<file path="src/rtl/game_collision_ctrl_if.sv">
// Flappy run-control bus: scroller geometry in, run/halt handshake out.
// The master side drives the datapath inputs, the slave side is the controller.
interface game_collision_ctrl_if;
  logic       start_btn;
  logic       ack_btn;
  logic       move_tick;
  logic [9:0] pipe_L;
  logic [9:0] pipe_R;
  logic [9:0] gap_top;
  logic [9:0] gap_bot;
  logic [9:0] coin_L;
  logic [9:0] coin_R;
  logic [9:0] coin_Y;
  logic [9:0] bird_Y;
  logic       shift_coin;
  logic       Start;
  logic       Stop;
  logic       Ack;
  logic [3:0] Coins;
  logic       coin_visible;
  logic       q_idle;
  logic       q_run;
  logic       q_hit;
  logic       q_over;

  modport master (
    output start_btn, ack_btn, move_tick,
    output pipe_L, pipe_R, gap_top, gap_bot,
    output coin_L, coin_R, coin_Y, bird_Y,
    output shift_coin,
    input  Start, Stop, Ack, Coins, coin_visible,
    input  q_idle, q_run, q_hit, q_over
  );

  modport slave (
    input  start_btn, ack_btn, move_tick,
    input  pipe_L, pipe_R, gap_top, gap_bot,
    input  coin_L, coin_R, coin_Y, bird_Y,
    input  shift_coin,
    output Start, Stop, Ack, Coins, coin_visible,
    output q_idle, q_run, q_hit, q_over
  );
endinterface

</file>
<file path="src/rtl/game_collision_ctrl.sv">
// Flappy run-control FSM: pipe/ground collision, Start/Stop/Ack
// to the pipe scroller, and coin pickup counting.
module game_collision_ctrl #(
  parameter int BIRD_X      = 200,
  parameter int BIRD_W      = 20,
  parameter int BIRD_H      = 16,
  parameter int COIN_H      = 20,
  parameter int GROUND_Y    = 460,
  parameter int HIT_CONFIRM = 2
) (
  input  logic clk,
  input  logic reset,
  game_collision_ctrl_if.slave bus
);

  localparam int CW = $clog2(HIT_CONFIRM + 1);
  localparam logic [CW-1:0] HC = CW'(HIT_CONFIRM);

  localparam logic [10:0] BX_L = 11'(BIRD_X);
  localparam logic [10:0] BX_R = 11'(BIRD_X + BIRD_W - 1);
  localparam logic [10:0] BH_M = 11'(BIRD_H - 1);
  localparam logic [10:0] CH_M = 11'(COIN_H - 1);
  localparam logic [10:0] GND  = 11'(GROUND_Y);

  typedef enum logic [1:0] {
    QIdle,
    QRun,
    QHit,
    QOver
  } state_t;

  state_t        state_q, state_d;
  logic          start_q, start_d;
  logic          stop_q, stop_d;
  logic          ack_q, ack_d;
  logic [3:0]    coins_q, coins_d;
  logic          taken_q, taken_d;
  logic [CW-1:0] cnt_q, cnt_d;

  // 11-bit geometry so bottom-edge sums never wrap
  logic [10:0] bird_t, bird_b;
  logic [10:0] coin_t, coin_b;
  logic        pipe_ov, ground_hit, coin_ov;

  assign bird_t = {1'b0, bus.bird_Y};
  assign bird_b = bird_t + BH_M;
  assign coin_t = {1'b0, bus.coin_Y};
  assign coin_b = coin_t + CH_M;

  assign pipe_ov = ({1'b0, bus.pipe_L} <= BX_R)
                && ({1'b0, bus.pipe_R} >= BX_L)
                && ((bird_t < {1'b0, bus.gap_top})
                 || (bird_b > {1'b0, bus.gap_bot}));

  assign ground_hit = bird_b >= GND;

  assign coin_ov = ({1'b0, bus.coin_L} <= BX_R)
                && ({1'b0, bus.coin_R} >= BX_L)
                && (coin_t <= bird_b)
                && (coin_b >= bird_t);

  always_comb begin
    state_d = state_q;
    start_d = 1'b0;
    stop_d  = stop_q;
    ack_d   = 1'b0;
    coins_d = coins_q;
    taken_d = taken_q;
    cnt_d   = cnt_q;
    unique case (state_q)
      QIdle: begin
        stop_d = 1'b0;
        if (bus.start_btn) begin
          start_d = 1'b1;
          coins_d = '0;
          taken_d = 1'b0;
          cnt_d   = '0;
          state_d = QRun;
        end
      end
      QRun: begin
        if (bus.move_tick) begin
          if (!pipe_ov)        cnt_d = '0;
          else if (cnt_q < HC) cnt_d = cnt_q + 1'b1;
        end
        if (coin_ov && !taken_q) begin
          taken_d = 1'b1;
          if (coins_q != 4'hF) coins_d = coins_q + 4'd1;
        end
        if (bus.shift_coin) taken_d = 1'b0;
        if (ground_hit || cnt_d == HC) begin
          stop_d  = 1'b1;
          state_d = QHit;
        end
      end
      QHit: begin
        stop_d  = 1'b1;
        state_d = QOver;
      end
      QOver: begin
        stop_d = 1'b1;
        if (bus.ack_btn) begin
          ack_d   = 1'b1;
          stop_d  = 1'b0;
          state_d = QIdle;
        end
      end
      default: state_d = QIdle;
    endcase
  end

  always_ff @(posedge clk or posedge reset) begin
    if (reset) begin
      state_q <= QIdle;
      start_q <= 1'b0;
      stop_q  <= 1'b0;
      ack_q   <= 1'b0;
      coins_q <= '0;
      taken_q <= 1'b0;
      cnt_q   <= '0;
    end else begin
      state_q <= state_d;
      start_q <= start_d;
      stop_q  <= stop_d;
      ack_q   <= ack_d;
      coins_q <= coins_d;
      taken_q <= taken_d;
      cnt_q   <= cnt_d;
    end
  end

  assign bus.Start        = start_q;
  assign bus.Stop         = stop_q;
  assign bus.Ack          = ack_q;
  assign bus.Coins        = coins_q;
  assign bus.coin_visible = ~taken_q;
  assign bus.q_idle       = (state_q == QIdle);
  assign bus.q_run        = (state_q == QRun);
  assign bus.q_hit        = (state_q == QHit);
  assign bus.q_over       = (state_q == QOver);

endmodule

</file>
<file path="src/flat_wrapper.sv">
// flat-port wrapper written by rule: the top's interface ports become plain ports
module game_collision_ctrl_flat 
#(
  parameter int BIRD_X      = 200,
  parameter int BIRD_W      = 20,
  parameter int BIRD_H      = 16,
  parameter int COIN_H      = 20,
  parameter int GROUND_Y    = 460,
  parameter int HIT_CONFIRM = 2
)
  (clk, reset, bus_start_btn, bus_ack_btn, bus_move_tick, bus_pipe_L, bus_pipe_R, bus_gap_top, bus_gap_bot, bus_coin_L, bus_coin_R, bus_coin_Y, bus_bird_Y, bus_shift_coin, bus_Start, bus_Stop, bus_Ack, bus_Coins, bus_coin_visible, bus_q_idle, bus_q_run, bus_q_hit, bus_q_over);
  game_collision_ctrl_if bus_i ();
  input  logic clk;
  input  logic reset;
  input wire logic [$bits(bus_i.start_btn)-1:0] bus_start_btn;
  input wire logic [$bits(bus_i.ack_btn)-1:0] bus_ack_btn;
  input wire logic [$bits(bus_i.move_tick)-1:0] bus_move_tick;
  input wire logic [$bits(bus_i.pipe_L)-1:0] bus_pipe_L;
  input wire logic [$bits(bus_i.pipe_R)-1:0] bus_pipe_R;
  input wire logic [$bits(bus_i.gap_top)-1:0] bus_gap_top;
  input wire logic [$bits(bus_i.gap_bot)-1:0] bus_gap_bot;
  input wire logic [$bits(bus_i.coin_L)-1:0] bus_coin_L;
  input wire logic [$bits(bus_i.coin_R)-1:0] bus_coin_R;
  input wire logic [$bits(bus_i.coin_Y)-1:0] bus_coin_Y;
  input wire logic [$bits(bus_i.bird_Y)-1:0] bus_bird_Y;
  input wire logic [$bits(bus_i.shift_coin)-1:0] bus_shift_coin;
  output wire logic [$bits(bus_i.Start)-1:0] bus_Start;
  output wire logic [$bits(bus_i.Stop)-1:0] bus_Stop;
  output wire logic [$bits(bus_i.Ack)-1:0] bus_Ack;
  output wire logic [$bits(bus_i.Coins)-1:0] bus_Coins;
  output wire logic [$bits(bus_i.coin_visible)-1:0] bus_coin_visible;
  output wire logic [$bits(bus_i.q_idle)-1:0] bus_q_idle;
  output wire logic [$bits(bus_i.q_run)-1:0] bus_q_run;
  output wire logic [$bits(bus_i.q_hit)-1:0] bus_q_hit;
  output wire logic [$bits(bus_i.q_over)-1:0] bus_q_over;
  assign bus_i.start_btn = bus_start_btn;
  assign bus_i.ack_btn = bus_ack_btn;
  assign bus_i.move_tick = bus_move_tick;
  assign bus_i.pipe_L = bus_pipe_L;
  assign bus_i.pipe_R = bus_pipe_R;
  assign bus_i.gap_top = bus_gap_top;
  assign bus_i.gap_bot = bus_gap_bot;
  assign bus_i.coin_L = bus_coin_L;
  assign bus_i.coin_R = bus_coin_R;
  assign bus_i.coin_Y = bus_coin_Y;
  assign bus_i.bird_Y = bus_bird_Y;
  assign bus_i.shift_coin = bus_shift_coin;
  assign bus_Start = bus_i.Start;
  assign bus_Stop = bus_i.Stop;
  assign bus_Ack = bus_i.Ack;
  assign bus_Coins = bus_i.Coins;
  assign bus_coin_visible = bus_i.coin_visible;
  assign bus_q_idle = bus_i.q_idle;
  assign bus_q_run = bus_i.q_run;
  assign bus_q_hit = bus_i.q_hit;
  assign bus_q_over = bus_i.q_over;
  game_collision_ctrl #(.BIRD_X(BIRD_X), .BIRD_W(BIRD_W), .BIRD_H(BIRD_H), .COIN_H(COIN_H), .GROUND_Y(GROUND_Y), .HIT_CONFIRM(HIT_CONFIRM)) u_core (.clk(clk), .reset(reset), .bus(bus_i));
endmodule
</file>
<file path="config.mk">
export PLATFORM = sky130hd
export DESIGN_NAME = game_collision_ctrl_flat
export DESIGN_NICKNAME = d
export VERILOG_FILES = /design/src/rtl/game_collision_ctrl_if.sv /design/src/rtl/game_collision_ctrl.sv /design/src/flat_wrapper.sv
export SDC_FILE = /design/constraint.sdc
export NUM_CORES = 1
export LEC_CHECK = 0
export CORE_ASPECT_RATIO = 1.1
export CORE_MARGIN = 2
export CORE_UTILIZATION = 46
export DETAILED_ROUTE_END_ITERATION = 8
export PLACE_DENSITY = 0.88
export REMOVE_ABC_BUFFERS = 1
export SETUP_SLACK_MARGIN = 0.4
export SKIP_CTS_REPAIR_TIMING = 1
export SYNTH_ARGS = -nofsm -noshare
export SYNTH_HDL_FRONTEND = slang
export SYNTH_SLANG_ARGS = --single-unit
</file>
<file path="constraint.sdc">
create_clock -name clk -period 7.78 [get_ports clk]
set_clock_uncertainty 0.05 [all_clocks]
set_input_delay 1.556 -clock clk [delete_from_list [all_inputs] [get_ports clk]]
set_output_delay 1.556 -clock clk [all_outputs]
set_load 0.01 [all_outputs]
</file>
==> results.yml <==
setup_path:
  r2r_setup_slack_ps: 4730
  critical_path_class: "in2reg"
  r2r-start: "u_core.state_q[1]"
  max_stage_delay_ps: 600
  cp-endpoint: "u_core.state_q[1]"
  critPathSlowestCell: "clkdlybuf4s50_1"
  critical_path.endpoint_type: "register"
  cp.arrival_ps: 5670
  crit_chain: "clkdlybuf4s50_1, inv_1, ha_1, nor3b_2, nor2_1, nand4_1, xnor2_1, inv_1, ha_1, nand3_1, a2111o_1, a2111oi_4, a311oi_1, a211oi_2, nor3_1, mux2_4"
  cp-startpoint: "bus_bird_Y[0]"
  rr_endpoint: "u_core.bus.Coins[3]"
  critPathMaxFanout: 6
  crit_path_start_kind: "input pin"
  worst-r2r-cell-count: 9
  worstPathRequired_ps: 7850
global_routing:
  antenna_found_initial: 0
  grt_pass1_wl_um: 9470
  gr-total-overflow: 0
  grt_max_degree: 13
  grt_pass1_vias: 2280
  grtUsageTotal_pct: 21.7
synth:
  yosysSeqAreaShare_pct: 13.9
  yosysMostFrequentCell: "inv_1"
  synth_area_per_cell_um2: 7.98
  ys_warn_count: 0
  synth_cells: 270
  yosys-top-cells-area: "ha_1 (26%), dfrtp_1 (14%), inv_1 (9.4%)"
  synth_area_mm2: 0.00215
  synth_edf_count: 0
  yosysUniqueCellTypes: 50
  synth_flop_cell: "dfrtp_1"
  synthTopCellsByCount: "inv_1 (54), ha_1 (44), nand2_1 (16), a21oi_1 (15), o21ai_0 (14)"
  ys_async_sr_fraction_pct: 100
  synth_largest_area_cell: "ha_1"
  ys_ff_latch: 12
  synth_top_area_share_pct: 25.6
clocking:
  cts_buffer_depth: 2
  tritoncts: "built"
  numCtsBuffers: 3
  clkLatencyLatePin_ps: 240
  h-tree-depth: 1
  clock_sinks: 12
  clk_pin_slew_ps: 50
  root_buffer: "clkbuf_8"
route:
  vias: 2225
  drtIter0Drc: 66
  drc: 0
  avgViaCountPerCell: 5.37
  wl_um: 5590
  ant_nets: 0
  first_pass_iters: 4
  wl_per_cell_um: 13.5
die:
  core_mm2: 0.00459
  fp-row-count: 26
  die_h_um: 75.8
  start_util_pct: 47.0
  io_pins: 98
  die_w_um: 69.3
  dieArea_mm2: 0.00525
timing:
  tightest_slew_ps: 628
  finalSetupViolations: 0
  slew_headroom_pct: 57.1
  slew_viol_final: 0
  timing_hold_violations_final: 0
  rsz0062_at_grt: "false"
  fin_setup_tns_ps: 0
  fin_crit_ps: 5600
  fin_crit_sh_pct: 71.9
  fmax_ghz: 0.179
cells_and_area:
  drive_above_1_share_pct: 3.07
  n_antenna_cell: 0
  fin_cells: 414
  final_nets: 490
  syn2layout_area_growth_pct: 45.2
pwr:
  ir_worst_vdd_uv: 157
  power_density_mw_per_mm2: 133
  p_leak_nw: 1.49
flow_run:
  cap_violations: 0
placed_design:
  place_congestion: 0.858
  dp_cells: 411
  io_buffers: 87
  dp_hpwl_um: 4810
status:
  status: "complete, no violations"
worst_hold_path:
  hold_class: "reg2reg"
how the worst min path moves through the flow:
stage / start / to / slack (ps) / cells after the start
floorplan: u_core.cnt_q[1] / u_core.cnt_q[1] / 420 / 2
global placement: u_core.bus.Stop / u_core.bus.Stop / 440 / 2
detailed placement: u_core.bus.Stop / u_core.bus.Stop / 450 / 2
CTS: u_core.bus.Stop / u_core.bus.Stop / 460 / 2
global route: u_core.bus.Stop / u_core.bus.Stop / 500 / 2
finish: u_core.bus.Stop / u_core.bus.Stop / 460 / 2
power by group:
part	internal, mW	switching (mW)	total, mW
clock	0.0340	0.0219	0.0559
sequential	0.0779	0.0121	0.0899
combinational	0.142	0.128	0.270
flip-flops by register name, summed over array words and instances (netlist names):
register,cells
u_core.bus.Coins,4
u_core.cnt_q,2
u_core.state_q,2
u_core.bus.Ack,1
u_core.bus.Start,1
u_core.bus.Stop,1
u_core.taken_q,1
kinds of logic (layout without fill, tap and decap cells):
logic type      after synthesis  count (layout)  synth area share, %
buf+inv                      56             144                 9.76
compound gates               76              76                 26.3
fa+ha+maj                    45              45                 26.0
xor+xnor                     16              16                 7.14
flops                        12              12                 13.9
mux                           2               2                 1.16
simple gates                 63              63                 15.7
area by class of cell:
type / count / area (um^2)
Sequential cell: 12 / 300
Clock buffer: 3 / 41.3
Inverter: 54 / 203
Fill cell: 375 / 1460
Multi-Input combinational cell: 202 / 1640
Timing Repair Buffer: 87 / 871
Tap cell: 56 / 70.1
worst max-delay path: cells and delay by family:
| kind | cells | cell delay, ps |
|---|---|---|
| muxes | 1 | 310 |
| buffers and inverters | 3 | 780 |
| xor gates and xnor gates | 1 | 270 |
| adders and majority gates | 2 | 530 |
| AOI/OAI and AO/OA | 4 | 1390 |
| and+or+nand+nor | 5 | 830 |
layout by cell type, fill, tap and decap left out, drive strengths merged, types with 2 or more instances in the layout:
master / netlist / layout
a2111oi: 5 / 5
a211o: 2 / 2
a21o: 5 / 5
a21oi: 15 / 15
a22oi: 2 / 2
a31oi: 6 / 6
and2: 2 / 2
and3: 3 / 3
clkbuf: 2 / 3
clkdlybuf4s50: 0 / 87
dfrtp: 12 / 12
ha: 44 / 44
inv: 54 / 54
nand2: 16 / 16
nand2b: 5 / 5
nand3: 8 / 8
nand4: 3 / 3
nand4bb: 2 / 2
nor2: 9 / 9
nor2b: 3 / 3
nor3: 6 / 6
o2111ai: 2 / 2
o211ai: 6 / 6
o21a: 3 / 3
o21ai: 14 / 14
o221ai: 2 / 2
o311a: 3 / 3
o311ai: 2 / 2
xnor2: 12 / 12
xor2: 3 / 3
per-layer routing:
metal / GRT usage (%) / share of wire [%] / vias to the layer above
met5: 0 / 0 / -
met4: 3.05 / 0.50 / 0
met3: 2.65 / 5.0 / 3
met2: 46.6 / 54 / 55
met1: 23.5 / 41 / 1019
li1: - / - / 1148
per-stage QoR:
stage               hold WS [ps]  setup WS (ps)  cell area [um^2]  power [mW]  util [%]
floorplan                    423           3060              2150       0.245         -
global placement             439           2110              3090       0.352      67.3
detailed placement           446           2000              3090       0.359      67.3
CTS                          462           2220              3130       0.419      68.2
global route                 496           1920              3130       0.454      68.2
finish                       459           2180              3130       0.416      68.2
Note: power is estimated with default switching activity, not from simulation.
